$ cat src/rtl/polymult_pkg.sv
// Shared constants and FSM encoding for the sparse polynomial multiplier.
package polymult_pkg;

    localparam int WORD_WIDTH   = 32;
    localparam int N_BITS       = 17669;
    localparam int LAST_WORD    = 552;
    localparam int TAIL_BITS    = 5;
    localparam int IDX_WIDTH    = 10;
    localparam int SHIFT_WIDTH  = 16;
    localparam int OFFSET_WIDTH = 5;

    // States of the initial-shift command sequencer.
    typedef enum logic [3:0] {
        ST_IDLE   = 4'd0,
        ST_FETCH0 = 4'd1,
        ST_FETCH1 = 4'd2,
        ST_FETCH2 = 4'd3,
        ST_FETCH3 = 4'd4,
        ST_START  = 4'd5,
        ST_WAIT   = 4'd6,
        ST_WB_HI  = 4'd7,
        ST_WB_LO  = 4'd8
    } iss_state_t;

    // Word index holding a given bit position.
    function automatic logic [IDX_WIDTH-1:0] shift_word_idx(input logic [SHIFT_WIDTH-1:0] s);
        return s[OFFSET_WIDTH +: IDX_WIDTH];
    endfunction

    // Bit offset of a given bit position within its word.
    function automatic logic [OFFSET_WIDTH-1:0] shift_bit_off(input logic [SHIFT_WIDTH-1:0] s);
        return s[OFFSET_WIDTH-1:0];
    endfunction

endpackage

$ cat src/rtl/initial_shift_sequencer.sv
// Command-side controller for initial_shift_processor: fetches the dense
// boundary words and the two affected accumulator words, launches the
// processor, then writes both XOR results back to accumulator RAM.
module initial_shift_sequencer
    import polymult_pkg::*;
#(
    parameter int WORD_WIDTH = polymult_pkg::WORD_WIDTH,
    parameter int N_BITS     = polymult_pkg::N_BITS,
    parameter int LAST_WORD  = polymult_pkg::LAST_WORD
) (
    input  logic                  clk,
    input  logic                  rst_n,
    input  logic                  cmd_valid,
    output logic                  cmd_ready,
    input  logic [15:0]           cmd_high_shift,
    input  logic [15:0]           cmd_low_shift,
    output logic                  cmd_done,
    output logic                  cmd_err,
    output logic [9:0]            n_addr,
    input  logic [WORD_WIDTH-1:0] n_rdata,
    output logic [9:0]            acc_addr,
    output logic                  acc_we,
    output logic [WORD_WIDTH-1:0] acc_wdata,
    input  logic [WORD_WIDTH-1:0] acc_rdata,
    output logic [WORD_WIDTH-1:0] normal_word_zero,
    output logic [WORD_WIDTH-1:0] normal_word_551,
    output logic [WORD_WIDTH-1:0] normal_word_552,
    output logic [WORD_WIDTH-1:0] acc_word_high,
    output logic [WORD_WIDTH-1:0] acc_word_low,
    output logic [15:0]           high_shift,
    output logic [15:0]           low_shift,
    output logic [9:0]            acc_start_idx_high,
    output logic [9:0]            acc_start_idx_low,
    output logic [4:0]            acc_shift_idx_high,
    output logic [4:0]            acc_shift_idx_low,
    output logic                  start_process,
    input  logic [WORD_WIDTH-1:0] high_result,
    input  logic [WORD_WIDTH-1:0] low_result,
    input  logic                  processing_done
);

    localparam logic [15:0] N_BITS_W    = 16'(N_BITS);
    localparam logic [9:0]  ADDR_LAST   = 10'(LAST_WORD);
    localparam logic [9:0]  ADDR_PENULT = 10'(LAST_WORD - 1);

    iss_state_t state_reg, state_next;

    logic [WORD_WIDTH-1:0] word_zero_reg, word_551_reg, word_552_reg;
    logic [WORD_WIDTH-1:0] acc_high_reg, acc_low_reg;
    logic [15:0]           high_shift_reg, low_shift_reg;
    logic [9:0]            idx_high_reg, idx_low_reg;
    logic [4:0]            off_high_reg, off_low_reg;
    logic                  start_reg, err_reg;

    logic range_bad;
    logic accept;
    logic idx_equal;

    assign range_bad = (cmd_high_shift >= N_BITS_W) || (cmd_low_shift >= N_BITS_W);
    assign accept    = (state_reg == ST_IDLE) && cmd_valid && !range_bad;
    // Both results land in the same accumulator word: merge into one write.
    assign idx_equal = (idx_high_reg == idx_low_reg);

    // State register plus every captured operand; reset aborts everything at once.
    always_ff @(posedge clk or negedge rst_n) begin
        if (!rst_n) begin
            state_reg      <= ST_IDLE;
            word_zero_reg  <= '0;
            word_551_reg   <= '0;
            word_552_reg   <= '0;
            acc_high_reg   <= '0;
            acc_low_reg    <= '0;
            high_shift_reg <= '0;
            low_shift_reg  <= '0;
            idx_high_reg   <= '0;
            idx_low_reg    <= '0;
            off_high_reg   <= '0;
            off_low_reg    <= '0;
            start_reg      <= 1'b0;
            err_reg        <= 1'b0;
        end else begin
            state_reg <= state_next;
            start_reg <= (state_next == ST_START);
            err_reg   <= (state_reg == ST_IDLE) && cmd_valid && range_bad;
            if (accept) begin
                high_shift_reg <= cmd_high_shift;
                low_shift_reg  <= cmd_low_shift;
                idx_high_reg   <= shift_word_idx(cmd_high_shift);
                idx_low_reg    <= shift_word_idx(cmd_low_shift);
                off_high_reg   <= shift_bit_off(cmd_high_shift);
                off_low_reg    <= shift_bit_off(cmd_low_shift);
            end
            // Read data arrives one cycle after the address was presented.
            if (state_reg == ST_FETCH1) begin
                word_zero_reg <= n_rdata;
                acc_high_reg  <= acc_rdata;
            end
            if (state_reg == ST_FETCH2) begin
                word_551_reg <= n_rdata;
                acc_low_reg  <= acc_rdata;
            end
            if (state_reg == ST_FETCH3) begin
                word_552_reg <= n_rdata;
            end
        end
    end

    // Next-state logic and RAM-side strobes decoded from the current state.
    always_comb begin
        state_next = state_reg;
        n_addr     = '0;
        acc_addr   = '0;
        acc_we     = 1'b0;
        acc_wdata  = '0;
        cmd_done   = 1'b0;
        cmd_ready  = 1'b0;
        unique case (state_reg)
            ST_IDLE: begin
                cmd_ready = 1'b1;
                if (accept) state_next = ST_FETCH0;
            end
            ST_FETCH0: begin
                n_addr     = '0;
                acc_addr   = idx_high_reg;
                state_next = ST_FETCH1;
            end
            ST_FETCH1: begin
                n_addr     = ADDR_PENULT;
                acc_addr   = idx_low_reg;
                state_next = ST_FETCH2;
            end
            ST_FETCH2: begin
                n_addr     = ADDR_LAST;
                state_next = ST_FETCH3;
            end
            ST_FETCH3: state_next = ST_START;
            // Done is not looked at here: it may still be high from the last run.
            ST_START:  state_next = ST_WAIT;
            ST_WAIT: begin
                if (processing_done) state_next = ST_WB_HI;
            end
            ST_WB_HI: begin
                acc_addr = idx_high_reg;
                acc_we   = 1'b1;
                if (idx_equal) begin
                    acc_wdata  = high_result ^ low_result ^ acc_high_reg;
                    cmd_done   = 1'b1;
                    state_next = ST_IDLE;
                end else begin
                    acc_wdata  = high_result;
                    state_next = ST_WB_LO;
                end
            end
            ST_WB_LO: begin
                acc_addr   = idx_low_reg;
                acc_we     = 1'b1;
                acc_wdata  = low_result;
                cmd_done   = 1'b1;
                state_next = ST_IDLE;
            end
            default: state_next = ST_IDLE;
        endcase
    end

    assign cmd_err            = err_reg;
    assign start_process      = start_reg;
    assign normal_word_zero   = word_zero_reg;
    assign normal_word_551    = word_551_reg;
    assign normal_word_552    = word_552_reg;
    assign acc_word_high      = acc_high_reg;
    assign acc_word_low       = acc_low_reg;
    assign high_shift         = high_shift_reg;
    assign low_shift          = low_shift_reg;
    assign acc_start_idx_high = idx_high_reg;
    assign acc_start_idx_low  = idx_low_reg;
    assign acc_shift_idx_high = off_high_reg;
    assign acc_shift_idx_low  = off_low_reg;

endmodule

$ cat config.mk
export PLATFORM = sky130hd
export DESIGN_NAME = initial_shift_sequencer
export DESIGN_NICKNAME = d
export VERILOG_FILES = /design/src/rtl/polymult_pkg.sv /design/src/rtl/initial_shift_sequencer.sv
export SDC_FILE = /design/constraint.sdc
export NUM_CORES = 1
export LEC_CHECK = 0
export CAP_MARGIN = 20
export CORE_AREA = 2 2 174 176
export CTS_CLUSTER_DIAMETER = 100
export DETAILED_ROUTE_END_ITERATION = 8
export DIE_AREA = 0 0 176 178
export PLACE_DENSITY_LB_ADDON = 0.2
export SLEW_MARGIN = 40
export SYNTH_ARGS = -nofsm -noshare
export SYNTH_HDL_FRONTEND = slang
export SYNTH_SLANG_ARGS = --single-unit
$ cat constraint.sdc
create_clock -name clk -period 2.78 [get_ports clk]
set_clock_uncertainty 0.1 [all_clocks]
set_input_delay 0.556 -clock clk [delete_from_list [all_inputs] [get_ports clk]]
set_output_delay 0.556 -clock clk [all_outputs]
set_load 0.1 [all_outputs]
==> results.json <==
{
  "setup_ws_ns": -0.468,
  "dr.pass1.iters": 4,
  "die_w_um": 176,
  "synth.top_cells.by_area": "dfrtp_1 51%, mux2_2 19%, mux2_4 4.2%",
  "drtAntennaViolNets": 0,
  "h-tree-depth": 4,
  "clk_path_buf_depth": 2,
  "synth_seq_cells": 198,
  "wl_met2_mm": 17.2,
  "grt_pass1_wl_mm": 51.2,
  "grt_pass1_vias": 8415,
  "crit_path_cell_trace": "xor2_1, nor4_2, buf_4, nand3_4, buf_12, buf_16, a311oi_2, o31ai_4, buf_12",
  "synth.largest_area_cell": "dfrtp_1",
  "period_minus_slack_ns": 3.25,
  "ys.flop_type": "dfrtp_1",
  "critPathKind": "reg2out",
  "grt_usage_pct": 21.4,
  "cts_root_buffer": "clkbuf_16",
  "cp-end-kind": "primary output",
  "crit_top_cell": "buf_12",
  "wl_met3_mm": 2.55,
  "cts_tree": "built",
  "cts.sinks": 198,
  "slowest_delay_ns": 0.48,
  "max-slew-margin-rel_pct": 54.2,
  "drv_slew": 0,
  "ios": 443,
  "die-area_um2": 31300,
  "worstPathRequired_ns": 2.12,
  "synth_top_area_share_pct": 51.1,
  "crit_fanout": 8,
  "rsz0062_at_grt": "yes",
  "final_nets": 1417,
  "synth_area_um2": 9700,
  "violations": "setup timing",
  "drt_iter0_markers": 349,
  "wl_per_cell_um": 20.9,
  "die-height_um": 178,
  "worst_pin_slew_ns": 0.688,
  "grt_max_degree": 80,
  "status": "finished, violations left",
  "ys_seq_area_share_pct": 51.1,
  "synth_edf_count": 0,
  "drive_above_1_share_pct": 55.9,
  "initial_core_util_pct": 33.0,
  "fp-row-count": 63,
  "finalHoldViolCount": 0,
  "holdBufCountCts": 0,
  "gr-total-overflow": 0,
  "cp-start-kind": "register",
  "routed_wl_mm": 34.6,
  "yosysMostFrequentCell": "dfrtp_1",
  "syn_inst": 770,
  "seqCellArea_um2": 5000,
  "clock.fmax_mhz": 308,
  "top_layer": "met4",
  "drc": 0,
  "setup_viol": 42,
  "slowest_stage": "dfrtp_4",
  "clkLatencyLatePin_ns": 0.44,
  "core_area_um2": 29400,
  "path_clk_slew_ns": 0.07,
  "numCtsBuffers": 17,
  "avgViaCountPerCell": 4.95,
  "place_congestion": 0.826,
  "period_share_pct": 117,
  "portBuffers": 438,
  "hold_class": "in2async",
  "place_ws_ns": -0.516,
  "tns_ns": -13.63,
  "vias": 8202,
  "cap_viol_max_count": 0,
  "hpwl_mm": 25.6,
  "syn2layout_area_growth_pct": 71.6,
  "wl_met1_mm": 14.2,
  "syn_avg_cell_area_um2": 12.6,
  "antenna_found_initial": 1,
  "synthTopCellsByCount": "198 x dfrtp_1, 163 x mux2_2, 39 x nand2_1, 37 x buf_4",
  "arrival_ns": 2.59,
  "ys_async_sr_fraction_pct": 100,
  "synth_cell_types": 38,
  "multi_input_area_um2": 5150,
  "fillers": 2433,
  "ys_warn_count": 0
}
-- cell usage in the layout (no fill, tap or decap), types with 3 or more instances in the layout --
cell / instances
a21boi_0: 31
a22o_4: 10
a311oi_1: 7
a311oi_2: 16
a311oi_4: 9
buf_12: 60
buf_16: 4
buf_4: 307
buf_6: 8
clkbuf_16: 19
clkdlybuf4s50_1: 162
clkinv_8: 4
conb_1: 4
dfrtp_1: 178
dfrtp_2: 12
dfrtp_4: 8
inv_6: 6
mux2_2: 163
mux2_4: 27
nand2_1: 36
nand3_1: 32
nor2_1: 8
nor3_1: 33
o21ai_0: 4
o31ai_4: 32
or4_1: 3
xnor2_1: 33
xor2_1: 11
-- critical path, delay by kind of cell (launching register included) --
kind / cells / cell delay [ns]
buf+inv: 4 / 0.67
compound gates: 2 / 0.49
xor+xnor: 1 / 0.18
simple gates: 2 / 0.34
flops: 1 / 0.48
-- worst paths after layout --
| kind | from | to | slack (ns) | cells past startpoint |
|---|---|---|---|---|
| setup / recovery | low_shift[9] | acc_wdata[9] | -0.47 | 9 |
| hold / removal | rst_n | low_shift[0] | 0.06 | 1 |
| setup reg to reg | state_reg[3] | acc_word_high[18] | 0.55 | 5 |
| hold reg to reg | high_shift[15] | high_shift[15] | 0.40 | 1 |
| max in group asynchronous | rst_n | acc_word_high[22] | 1.81 | 2 |
| min in group clk | high_shift[15] | high_shift[15] | 0.40 | 1 |
-- routing by layer --
layer,GRT usage (%),up-vias
met1,26.3,4099
met3,6.35,32
met4,6.75,0
met5,0,-
li1,-,3787
met2,36.5,284
-- timing repair --
action,in CTS,in global routing
gates resized for setup,42,19
cloned,3,2
pin swaps,22,18
hold endpoints to repair,0,0
endpoints found under the setup margin,71,58
setup buffers,3,2
-- cell type report --
cell class	count	share of cell area, %
flip-flops and latches	198	30.0
repair buffers	544	32.4
diodes	1	0.0150
inverters	1	0.0526
multi-input cells	491	30.9
well taps	390	2.93
clock inverters	13	0.999
clock buffers	19	2.66
-- stage by stage --
stage / util, % / hold slack, ns / cells / area, um^2
final: 56.6 / 0.0625 / 1657 / 16600
after CTS: 56.0 / 0.0802 / 1652 / 16500
after floorplan: - / 0.160 / 773 / 10400
after detailed placement: 52.7 / 0.389 / 1615 / 15500
after global placement: 52.7 / 0.374 / 1615 / 15500
after global routing: 56.6 / 0.102 / 1657 / 16600
-- logic make-up after synthesis --
logic type,count (synthesis),share of synthesized area [%]
flops,198,51.1
mux,190,23.1
simple gates,136,7.12
compound gates,117,9.43
buf+inv,84,5.26
xor+xnor,44,3.97
other cells,1,0.0387
Power is left out: the tool's default activity adds up to more than one toggle a clock period on the data nets, which glitch-free logic cannot reach.
